$ cat src/rtl/mem_arb_pkg.sv
`default_nettype none
// +--------------------------------------------------------------------------+
// | Module   : mem_arb_pkg                                                   |
// | Brief    : Shared types and default constants for the memory port        |
// |            arbiter (state encoding, widths, watchdog sizing helper).     |
// | Revision : 1.0  initial release                                          |
// +--------------------------------------------------------------------------+
package mem_arb_pkg;

   localparam int unsigned c_ADDR_W_DEF  = 32;
   localparam int unsigned c_DATA_W_DEF  = 32;
   localparam int unsigned c_TIMEOUT_DEF = 64;

   typedef enum logic [1:0] {
      ST_IDLE  = 2'd0,
      ST_DATA  = 2'd1,
      ST_FETCH = 2'd2
   } arb_state_t;

   // Watchdog counter width; a disabled watchdog still gets a 1-bit vector
   function automatic int unsigned cnt_width(input int unsigned timeout);
      return (timeout > 0) ? $clog2(timeout + 1) : 1;
   endfunction

endpackage
`default_nettype wire

$ cat src/rtl/mem_arb_timer.sv
`default_nettype none
// +--------------------------------------------------------------------------+
// | Module   : mem_arb_timer                                                 |
// | Brief    : Watchdog counter. Cleared when an access issues, advances     |
// |            each cycle the access waits for ack, flags expiry on the      |
// |            last allowed waiting cycle. TIMEOUT=0 disables it.            |
// | Revision : 1.0  initial release                                          |
// +--------------------------------------------------------------------------+
module mem_arb_timer
   import mem_arb_pkg::*;
#(
   parameter int unsigned TIMEOUT = c_TIMEOUT_DEF
) (
   input  logic clk,
   input  logic reset,
   input  logic i_clr,
   input  logic i_en,
   output logic o_expire
);

   localparam int unsigned c_CW = cnt_width(TIMEOUT);

   generate
      if (TIMEOUT == 0) begin : g_disabled
         assign o_expire = 1'b0;
      end else begin : g_enabled
         localparam logic [c_CW-1:0] c_LAST = c_CW'(TIMEOUT - 1);

         logic [c_CW-1:0] r_count;

         // Count waiting cycles of the current access; restart on each issue
         always_ff @(posedge clk or negedge reset) begin
            if (!reset) begin
               r_count <= '0;
            end else if (i_clr) begin
               r_count <= '0;
            end else if (i_en) begin
               r_count <= r_count + 1'b1;
            end
         end

         // Expiry only matters while still waiting (no ack this cycle)
         assign o_expire = i_en & (r_count == c_LAST);
      end
   endgenerate

endmodule
`default_nettype wire

$ cat src/rtl/mem_port_arbiter.sv
`default_nettype none
// +--------------------------------------------------------------------------+
// | Module   : mem_port_arbiter                                              |
// | Brief    : Shares one memory port between instruction fetch and the      |
// |            MEM-stage data access. Data wins over fetch, req/ack          |
// |            handshake to memory, pipeline stalls, hung-memory watchdog.   |
// | Revision : 1.0  initial release                                          |
// +--------------------------------------------------------------------------+
module mem_port_arbiter
   import mem_arb_pkg::*;
#(
   parameter int unsigned ADDR_W  = c_ADDR_W_DEF,
   parameter int unsigned DATA_W  = c_DATA_W_DEF,
   parameter int unsigned TIMEOUT = c_TIMEOUT_DEF
) (
   input  logic              clk,
   input  logic              reset,
   // instruction fetch side
   input  logic              if_req,
   input  logic [ADDR_W-1:0] if_addr,
   output logic [DATA_W-1:0] if_rdata,
   output logic              if_valid,
   // data access side (EX/MEM register)
   input  logic              dm_rd,
   input  logic              dm_wt,
   input  logic [ADDR_W-1:0] dm_addr,
   input  logic [DATA_W-1:0] dm_wdata,
   output logic [DATA_W-1:0] dm_rdata,
   output logic              dm_valid,
   // pipeline control
   output logic              stall_pipe,
   output logic              stall_if,
   // memory port
   output logic              mem_req,
   output logic              mem_we,
   output logic [ADDR_W-1:0] mem_addr,
   output logic [DATA_W-1:0] mem_wdata,
   input  logic [DATA_W-1:0] mem_rdata,
   input  logic              mem_ack,
   // status
   output logic              timeout_err
);

   arb_state_t        r_state;
   logic              r_mem_req;
   logic              r_mem_we;
   logic [ADDR_W-1:0] r_mem_addr;
   logic [DATA_W-1:0] r_mem_wdata;
   logic [DATA_W-1:0] r_dm_rdata;
   logic [DATA_W-1:0] r_if_rdata;
   logic              r_dm_valid;
   logic              r_if_valid;
   logic              r_timeout_err;
   logic              r_flush;

   logic              w_dm_pend;
   logic              w_if_pend;
   logic              w_issue;
   logic              w_busy;
   logic              w_expire;
   logic              w_fetch_live;

   // A request is pending until its completion pulse; during the pulse the
   // request lines still show the finished op and must not reissue it.
   assign w_dm_pend    = (dm_rd | dm_wt) & ~r_dm_valid;
   assign w_if_pend    = if_req & ~r_if_valid;
   assign w_issue      = (r_state == ST_IDLE) & (w_dm_pend | w_if_pend);
   assign w_busy       = (r_state != ST_IDLE);
   // A fetch that was dropped at any point while outstanding is a flush
   assign w_fetch_live = if_req & ~r_flush;

   mem_arb_timer #(
      .TIMEOUT (TIMEOUT)
   ) u_timer (
      .clk      (clk),
      .reset    (reset),
      .i_clr    (w_issue),
      .i_en     (w_busy & ~mem_ack),
      .o_expire (w_expire)
   );

   // Arbitration FSM with registered memory-port and completion outputs
   always_ff @(posedge clk or negedge reset) begin
      if (!reset) begin
         r_state       <= ST_IDLE;
         r_mem_req     <= 1'b0;
         r_mem_we      <= 1'b0;
         r_mem_addr    <= '0;
         r_mem_wdata   <= '0;
         r_dm_rdata    <= '0;
         r_if_rdata    <= '0;
         r_dm_valid    <= 1'b0;
         r_if_valid    <= 1'b0;
         r_timeout_err <= 1'b0;
         r_flush       <= 1'b0;
      end else begin
         r_dm_valid <= 1'b0;
         r_if_valid <= 1'b0;
         case (r_state)
            ST_IDLE: begin
               if (w_dm_pend) begin
                  // read+write together resolves to a write
                  r_mem_req   <= 1'b1;
                  r_mem_we    <= dm_wt;
                  r_mem_addr  <= dm_addr;
                  r_mem_wdata <= dm_wdata;
                  r_state     <= ST_DATA;
               end else if (w_if_pend) begin
                  r_mem_req   <= 1'b1;
                  r_mem_we    <= 1'b0;
                  r_mem_addr  <= if_addr;
                  r_mem_wdata <= '0;
                  r_flush     <= 1'b0;
                  r_state     <= ST_FETCH;
               end
            end
            ST_DATA: begin
               if (mem_ack) begin
                  r_mem_req  <= 1'b0;
                  r_dm_valid <= 1'b1;
                  if (!r_mem_we) begin
                     r_dm_rdata <= mem_rdata;
                  end
                  r_state    <= ST_IDLE;
               end else if (w_expire) begin
                  // abort and release the pipeline with zero data
                  r_mem_req     <= 1'b0;
                  r_timeout_err <= 1'b1;
                  r_dm_valid    <= 1'b1;
                  r_dm_rdata    <= '0;
                  r_state       <= ST_IDLE;
               end
            end
            ST_FETCH: begin
               if (mem_ack) begin
                  r_mem_req <= 1'b0;
                  if (w_fetch_live) begin
                     r_if_valid <= 1'b1;
                     r_if_rdata <= mem_rdata;
                  end
                  r_state   <= ST_IDLE;
               end else if (w_expire) begin
                  r_mem_req     <= 1'b0;
                  r_timeout_err <= 1'b1;
                  if (w_fetch_live) begin
                     r_if_valid <= 1'b1;
                     r_if_rdata <= '0;
                  end
                  r_state       <= ST_IDLE;
               end else if (!if_req) begin
                  r_flush <= 1'b1;
               end
            end
            default: begin
               r_mem_req <= 1'b0;
               r_state   <= ST_IDLE;
            end
         endcase
      end
   end

   assign mem_req     = r_mem_req;
   assign mem_we      = r_mem_we;
   assign mem_addr    = r_mem_addr;
   assign mem_wdata   = r_mem_wdata;
   assign dm_rdata    = r_dm_rdata;
   assign if_rdata    = r_if_rdata;
   assign dm_valid    = r_dm_valid;
   assign if_valid    = r_if_valid;
   assign timeout_err = r_timeout_err;

   assign stall_pipe  = (dm_rd | dm_wt) & ~r_dm_valid;
   assign stall_if    = stall_pipe | (if_req & ~r_if_valid);

endmodule
`default_nettype wire

$ cat config.mk
export PLATFORM = sky130hd
export DESIGN_NAME = mem_port_arbiter
export DESIGN_NICKNAME = d
export VERILOG_FILES = /design/src/rtl/mem_arb_pkg.sv /design/src/rtl/mem_arb_timer.sv /design/src/rtl/mem_port_arbiter.sv
export SDC_FILE = /design/constraint.sdc
export NUM_CORES = 1
export LEC_CHECK = 0
export BUFFER_PORTS_ARGS = -buffer_cell sky130_fd_sc_hd__buf_2
export CELL_PAD_IN_SITES_DETAIL_PLACEMENT = 0
export CELL_PAD_IN_SITES_GLOBAL_PLACEMENT = 1
export CORE_ASPECT_RATIO = 1.1
export CORE_MARGIN = 2
export CORE_UTILIZATION = 34
export DETAILED_ROUTE_END_ITERATION = 7
export MAX_ROUTING_LAYER = met4
export PLACE_DENSITY = 0.82
export SLEW_MARGIN = 10
export SYNTH_ARGS = -nofsm -noshare
export SYNTH_HDL_FRONTEND = slang
export SYNTH_HIERARCHICAL = 1
export SYNTH_SLANG_ARGS = --single-unit
$ cat constraint.sdc
create_clock -name clk -period 3.4 [get_ports clk]
set_input_delay 0 -clock clk [delete_from_list [all_inputs] [get_ports clk]]
set_output_delay 0 -clock clk [all_outputs]
set_load 0.02 [all_outputs]
Word-level counts from Yosys, hierarchy flattened. Index checks and enable logic that the tools add are counted.

Add/subtract/negate cells: 1. Equality and inequality tests: 11. Mux-type cells: 37. Bitwise operators: 12. Reductions and logical operators: 13.

Operator list (count): two-way mux 32 bit (11); two-way mux 1 bit (17); two-way mux 7 bit (2); != test 2 bit (second input constant) (6); nonzero test 2 bit (5); AND reduction 3 bit (3); two-way mux 2 bit (4); adder 7 x 1 -> 7 bit (second input constant) (1); equality test 7 x 6 -> 1 bit (second input constant) (1); AND 1 bit (6); AND reduction 6 bit (1); NOT 1 bit (4); case mux 1 bit (2 select lines) (2); case mux 2 bit (2 select lines) (1); AND reduction 2 bit (2); != test 3 x 1 -> 1 bit (second input constant) (1); != test 3 bit (second input constant) (1); equality test 2 x 1 -> 1 bit (second input constant) (1); equality test 2 bit (second input constant) (1); zero test 2 bit (1); bitwise OR 1 bit (2); OR reduction 2 bit (1).

Register bits: 143. Input bits: 134. Output and inout bits: 135. Logic and storage cells: 86.

Depth between registers and ports, before layout. Gate-level depths: netlist of run 1.

Depth in word-level cells: 6. Mapped depth: 14. Gate-level depth less buffers: 10.

Cells and area by module. Netlist of run 1, hierarchy kept.

Modules (own cells, without submodules): mem_port_arbiter (instances 1, cells each 501, area each 5411.4 um^2, seq. area each 3403.3 um^2); mem_arb_timer (instances 1, cells each 32, area each 335.3 um^2, seq. area each 175.2 um^2).

Worst setup path before layout of run 1. OpenSTA, ideal clock, no wires.

Kind: register to register. Start point: register r_state[0]. End point: register r_if_rdata[24], in the netlist if_rdata[24]. Setup time: 134 ps. Arrival time: 2484 ps. Data required time: 3266 ps. Slack: 782 ps. Cell stages (with the launch flop): 15. Buffers on the path: 4. Period minus slack after synthesis: 2618 ps. Cells stage by stage: dfrtp_1 -> inv_1 -> ha_1 -> clkbuf_1 -> nor2_1 -> buf_6 -> nand3_1 -> or3_1 -> inv_1 -> nor2_1 -> or3_1 -> buf_2 -> clkbuf_1 -> nand2_1 -> o21ai_0.

Word-level cells in the longest chain between the ends: 5. Elaborated cells between the ends (all ways): 6. Those cells by class: 1 x eq/ne; 2 x bitwise; 3 x reduce/logical.

RTL lines: start, declared (RTL line mem_port_arbiter.sv:44) `arb_state_t r_state;`; start signal, assigned (RTL line mem_port_arbiter.sv:85) `r_state <= ST_IDLE;`; start signal, assigned (RTL line mem_port_arbiter.sv:107) `r_state <= ST_DATA;`; start signal, assigned (RTL line mem_port_arbiter.sv:114) `r_state <= ST_FETCH;`; nonzero test 2 bit (RTL line mem_port_arbiter.sv:68) `assign w_busy = (r_state != ST_IDLE);`; AND 1 bit (RTL line mem_port_arbiter.sv:78) `.i_en (w_busy & ~mem_ack),`; AND 1 bit (RTL line mem_arb_timer.sv:43) `assign o_expire = i_en & (r_count == c_LAST);`; named net w_expire (RTL line mem_port_arbiter.sv:60) `logic w_expire;`; nonzero test 2 bit (no line); AND reduction 3 bit (no line); end signal, assigned (RTL line mem_port_arbiter.sv:139) `r_if_rdata <= mem_rdata;`; end, declared (RTL line mem_port_arbiter.sv:50) `logic [DATA_W-1:0] r_if_rdata;`.

The timed path passes the listed nets, and every way through them passes these cells. A chain may end at the register's enable or synchronous reset.

Worst setup path in the final report of run 1.
Start point: register r_state[1]. End point: register r_if_rdata[5], in the netlist if_rdata[5].

Same word-level chain as after synthesis.

==> impl_metrics.env, run 1 <==
export IMPL_status="complete, no violations"
export IMPL_core_sq_um=16400
export IMPL_grt_overflow=0
export IMPL_synthTopCellsByArea="dfrtp_1 (62%), nand2_1 (8.8%), o21ai_0 (8.2%)"
export IMPL_drt_wl_total_um=17700
export IMPL_path_max_fanout=65
export IMPL_cp_required_ps=3660
export IMPL_grt_antenna_before_repair=0
export IMPL_worst_pin_slew_ps=849
export IMPL_setup_violations=0
export IMPL_clock_skew_ps=9.62
export IMPL_yosys_warnings=6
export IMPL_slew_headroom_pct=43.4
export IMPL_synthesis_area_sq_um=5750
export IMPL_via_per_inst=4.70
export IMPL_placed_area_sq_um=7250
export IMPL_finalPower_mw=8.27
export IMPL_pin_count=269
export IMPL_dp_hpwl_um=11300
export IMPL_fin_area_sq_um=9160
export IMPL_cts_tree="done"
export IMPL_grt_pass1_vias=5648
export IMPL_synth_most_common_cell="dfrtp_1"
export IMPL_clock_sinks=143
export IMPL_syn_to_final_growth_pct=59.5
export IMPL_clkTransAtPathRegs_ps=60
export IMPL_synthTopCellsByCount="dfrtp_1 (143), nand2_1 (134), o21ai_0 (94)"
export IMPL_synthCells=533
export IMPL_synthArstFlopShare_pct=100
export IMPL_synth_area_leader_cell="dfrtp_1"
export IMPL_crit_path_start_kind="flip-flop"
export IMPL_avgSynthCellArea_sq_um=10.8
export IMPL_numCtsBuffers=17
export IMPL_cap_violations=0
export IMPL_rsz0062_at_grt="false"
export IMPL_grt_pass1_wl_um=28300
export IMPL_finalCriticalPeriod_ps=2920
export IMPL_start_util_pct=35.0
export IMPL_synth_seq_cells=143
export IMPL_irDropWorstVdd_v=0.000500
export IMPL_drc=0
export IMPL_firstDrtPassIters=4
export IMPL_fill_cells=1415
export IMPL_cp_data_arrival_time_ps=3180
export IMPL_hold_class="in -> reg"
export IMPL_final_period_utilization_pct=85.7
export IMPL_utilization_pct=55.8
export IMPL_fmax_mhz=343
export IMPL_ys_flop_type="dfrtp_1"
export IMPL_yosysSeqAreaShare_pct=62.3
export IMPL_hold_viol=0
export IMPL_slew_viol_final=0
export IMPL_drtIter0Drc=253
export IMPL_gp_congestion=0.739
export IMPL_portBuffers=268
export IMPL_ant_nets=0
export IMPL_grt_usage_pct=20.6
export IMPL_die_area_sq_um=18000
export IMPL_whs_ps=92.8
export IMPL_ys_types=34
export IMPL_setup_tns_ps=0
export IMPL_syn_nets=673
export IMPL_power_leakage_nw=4.74
export IMPL_synth_enable_flop_cells=0
export IMPL_drive_above_1_share_pct=33.8
export IMPL_cts_max_level=4
export IMPL_cts_resized=0
export IMPL_p_per_area_nw_per_um2=902
export IMPL_nNetsFinal=1063
export IMPL_multi_input_area_sq_um=1970
export IMPL_num_rows=49
export IMPL_vias=5360
export IMPL_die_h_um=140
export IMPL_die_x_um=128
export IMPL_worst_skew_pair_late_latency_ps=420
export IMPL_grt_start_max_net_pins=93
export IMPL_end_kind="flip-flop"
export IMPL_seq_area_sq_um=3580
export IMPL_cts_root_buf="clkbuf_16"
export IMPL_clockBufferDepth=2
export IMPL_wl_per_cell_um=15.5
export IMPL_critPathKind="reg -> reg"
export IMPL_postCtsSetupBuffers=0
export IMPL_synth_top_area_share_pct=62.3
state kept, by name, indices dropped and copies added (netlist names):
name / count
if_rdata: 32
mem_wdata: 32
timeout_err: 1
mem_we: 1
r_state: 2
dm_valid: 1
u_timer/g_enabled.r_count: 7
r_flush: 1
dm_rdata: 32
if_valid: 1
mem_req: 1
mem_addr: 32
report_power, final:
group | switching [mW] | total, mW | internal [mW]
combinational | 2.22 | 3.50 | 1.28
sequential | 0.388 | 2.85 | 2.46
clock | 0.753 | 1.92 | 1.17
total | 3.36 | 8.27 | 4.91
stage by stage:
stage | std cells | setup WS [ps]
finish | 1141 | 485
global route | 1140 | 180
CTS | 1140 | 448
detailed placement | 978 | 476
global placement | 978 | 596
floorplan | 533 | 782
critical path: stages, from the launching register on:
cell     delay, ps
dfrtp_1        380
inv_1          100
ha_1           310
nor2_1         130
buf_4          160
nand3_1        100
or3_1          380
inv_1          120
nor2_1          80
or3_2          460
buf_4          290
nand2_1        140
o21ai_0         90
timing repair:
action | 4_1_cts | 5_1_grt
endpoints found under the hold margin | 219 | 0
hold buffers | 130 | 0
endpoints found under the setup margin | 0 | 0
final timing paths:
path	startpoint	end	slack, ps	depth (start not counted)
min in group asynchronous	reset	if_rdata[24]$_DFFE_PN0P_	220	2
max reg2reg	r_state[1]$_DFFE_PN0P_	if_rdata[5]$_DFFE_PN0P_	480	12
max	r_state[1]$_DFFE_PN0P_	if_rdata[5]$_DFFE_PN0P_	480	12
max in group asynchronous	reset	u_timer/g_enabled.r_count[3]$_DFFE_PN0P_	2240	3
min reg2reg	mem_addr[1]$_DFFE_PN0P_	mem_addr[1]$_DFFE_PN0P_	470	2
min	mem_ack	u_timer/g_enabled.r_count[0]$_DFFE_PN0P_	90	5
placed cells by master (no fill, tap or decap), drive strengths merged, types with 3 or more instances in the layout:
cell         instances
inv                 15
a21oi                5
clkinv               3
or3                  3
xor2                 3
a22o                33
clkbuf              18
dlygate4sd3        130
o21ai               99
bufinv               3
ha                   6
dfrtp              143
nand2              134
buf                278
nor2                10
mux2i               34
kinds of logic after synthesis:
family	share of synthesized area (%)
flip-flops	62.3
XOR/XNOR	0.610
adder cells (fa/ha/maj)	1.31
buffers and inverters	3.72
AO/OA/AOI/OAI	15.0
AND/OR/NAND/NOR	11.0
multiplexers	6.12
routing by layer:
metal	part of all wire, %	up-vias	GRT usage [%]
met5	0	-	-
met4	3.2	0	9.20
met3	7.3	35	5.31
met2	47	223	33.7
met1	42	2497	23.9
li1	-	2605	-
area by class of cell:
class | count | area share [%]
Clock inverter | 14 | 1.94
Timing Repair Buffer | 408 | 29.7
Multi-Input combinational cell | 345 | 21.5
Inverter | 8 | 0.328
Tap cell | 204 | 2.79
Sequential cell | 143 | 39.0
Antenna cell | 1 | 0.0273
Clock buffer | 18 | 4.68
No activity file was read; power rests on OpenSTA's default activity.
==> run 2: changes to the inputs <==
- ABC_AREA: unset -> 1
- PLACE_DENSITY: 0.82 -> 0.84
==> impl_metrics.env, run 2 <==
export IMPL_numCtsBuffers=17
export IMPL_hold_viol=0
export IMPL_setup_tns_ps=0
export IMPL_vias=6072
export IMPL_slew_headroom_pct=41.6
export IMPL_start_util_pct=34.7
export IMPL_wl_met2_um=9320
export IMPL_cap_violations=0
export IMPL_setup_violations=0
export IMPL_fmax_mhz=409
export IMPL_layout_cells_most_common="nand2_1"
export IMPL_cts_root_buf="clkbuf_16"
export IMPL_slew_viol_final=0
export IMPL_pin_count=269
export IMPL_die_area_sq_um=19200
export IMPL_portBuffers=268
export IMPL_yosys_warnings=6
export IMPL_synth_most_common_cell="nand2_1"
export IMPL_avgSynthCellArea_sq_um=8.43
export IMPL_status="complete, no violations"
export IMPL_ys_types=26
export IMPL_cp_slowest_cell="dfrtp_1"
export IMPL_grt_start_max_net_pins=94
export IMPL_clockBufferDepth=2
export IMPL_core_sq_um=17700
export IMPL_fin_area_sq_um=9550
export IMPL_drive_above_1_share_pct=29.0
export IMPL_clock_sinks=143
export IMPL_p_per_area_nw_per_um2=843
export IMPL_final_period_utilization_pct=71.9
export IMPL_critPathKind="reg -> reg"
export IMPL_crit_path_max_incr_delay_ps=400
export IMPL_grt_pass1_vias=6318
export IMPL_worst_pin_slew_ps=876
export IMPL_rsz0062_at_grt="false"
export IMPL_dp_hpwl_um=11800
export IMPL_synth_area_leader_cell="dfrtp_1"
export IMPL_cts_max_level=4
export IMPL_end_kind="flip-flop"
export IMPL_synthTopCellsByCount="nand2_1 (415), dfrtp_1 (143), o21ai_1 (37)"
export IMPL_finalCriticalPeriod_ps=2450
export IMPL_synthesis_area_sq_um=6140
export IMPL_critical_path_top_delay_family="simple AND/OR/NAND/NOR gates"
export IMPL_clock_skew_ps=6.79
export IMPL_post_place_ws_ps=1000
export IMPL_worstPathCellList="inv_1 -> ha_1 -> nor2_1 -> nand4_1 -> nor2_1 -> nor2_4 -> nor2_4 -> o21ai_4 -> buf_4 -> o21ai_0"
export IMPL_wl_per_cell_um=13.8
export IMPL_die_h_um=145
export IMPL_hold_class="in -> reg"
export IMPL_worst_skew_pair_late_latency_ps=420
export IMPL_syn_nets=868
export IMPL_grt_antenna_before_repair=1
export IMPL_power_leakage_nw=5.30
export IMPL_path_max_fanout=47
export IMPL_cp_required_ps=3720
export IMPL_synth_top_area_share_pct=58.3
export IMPL_gp_congestion=0.796
export IMPL_synth_seq_cells=143
export IMPL_placed_area_sq_um=7580
export IMPL_worst_slack_ps=954
export IMPL_drtIter0Drc=268
export IMPL_most_common_layout_cells="nand2_1 (413), buf_2 (267), dfrtp_1 (143), dlygate4sd3_1 (130), o21ai_1 (37)"
export IMPL_synth_enable_flop_cells=0
export IMPL_grt_pass1_wl_um=31200
export IMPL_grt_overflow=0
export IMPL_topRoutingLayerUsed="met4"
export IMPL_firstDrtPassIters=5
export IMPL_clkTransAtPathRegs_ps=60
export IMPL_yosysSeqAreaShare_pct=58.3
export IMPL_synthTopCellsByArea="dfrtp_1 (58%), nand2_1 (25%), o21ai_1 (3.0%)"
export IMPL_crit_path_start_kind="flip-flop"
export IMPL_via_per_inst=4.44
export IMPL_drc=0
export IMPL_ant_nets=0
export IMPL_irDropWorstVdd_v=0.000355
export IMPL_ys_flop_type="dfrtp_1"
export IMPL_cts_tree="done"
export IMPL_wl_met1_um=7860
export IMPL_cp_num_buf_inv=2
export IMPL_synthArstFlopShare_pct=100
export IMPL_nNetsFinal=1256
export IMPL_num_rows=51
export IMPL_synthCells=728
export IMPL_die_x_um=132
export IMPL_drt_wl_total_um=18900
export IMPL_grt_usage_pct=20.9
export IMPL_cp_data_arrival_time_ps=2760
export IMPL_syn_to_final_growth_pct=55.5
export IMPL_wl_met3_um=1180
[run 2: worst reg2reg max path, cell delays in order (launching register included)]
cell and delay [ps]:
dfrtp_1 400, inv_1 100, ha_1 250, nor2_1 280, nand4_1 140, nor2_1 260
nor2_4 80, nor2_4 130, o21ai_4 150, buf_4 300, o21ai_0 270
[run 2: layout make-up]
type / count / area (sq um)
multi-input cells: 527 / 2220
diodes: 1 / 2.50
clock buffers: 19 / 453
fillers: 1629 / 8130
well taps: 238 / 298
clock inverters: 12 / 206
inverters: 22 / 82.6
repair buffers: 405 / 2700
flip-flops and latches: 143 / 3580
[run 2: cell families after synthesis]
kind of cell | after synthesis | share of synthesized area (%)
AO/OA/AOI/OAI | 75 | 6.46
flip-flops | 143 | 58.3
buffers and inverters | 58 | 5.56
AND/OR/NAND/NOR | 446 | 28.5
adder cells (fa/ha/maj) | 6 | 1.22
[run 2: final timing paths]
| check | startpoint | endpoint | slack [ps] | cells past startpoint |
|---|---|---|---|---|
| min in group asynchronous | reset | if_rdata[24]$_DFFE_PN0P_ | 210 | 2 |
| setup / recovery | r_state[1]$_DFFE_PN0P_ | dm_rdata[5]$_DFFE_PN0P_ | 950 | 10 |
| setup reg to reg | r_state[1]$_DFFE_PN0P_ | dm_rdata[5]$_DFFE_PN0P_ | 950 | 10 |
| max in group asynchronous | reset | if_rdata[10]$_DFFE_PN0P_ | 2230 | 3 |
| hold reg to reg | mem_wdata[1]$_DFFE_PN0P_ | mem_wdata[1]$_DFFE_PN0P_ | 460 | 2 |
| hold / removal | if_req | r_flush$_DFFE_PN0P_ | 30 | 5 |
[run 2: power breakdown]
group	switching, mW	total [mW]	leakage [nW]	internal, mW
sequential	0.330	2.67	1.85	2.34
combinational	2.19	3.31	3.13	1.11
clock	0.726	2.07	0.320	1.34
total	3.25	8.05	5.30	4.80
[run 2: timing repair]
action	4_1_cts	5_1_grt
setup buffers	0	0
endpoints found under the hold margin	220	0
hold buffers	130	0
setup endpoints to repair	0	0
resized for setup	0	0
[run 2: stage by stage]
step                      power [mW]  hold slack (ps)  utilization (%)  cells
after floorplan                 4.74             -296                -    728
after global placement          5.74              150             42.9   1205
after detailed placement        5.78              162             42.9   1205
after CTS                       8.12             8.58             54.0   1366
after global routing            8.61             54.8             54.0   1367
final                           8.05             32.7             54.0   1367
[run 2: routing by layer]
layer,vias up,track usage [%]
met5,-,-
li1,3034,-
met3,45,5.28
met2,224,35.2
met1,2769,23.6
met4,0,8.75
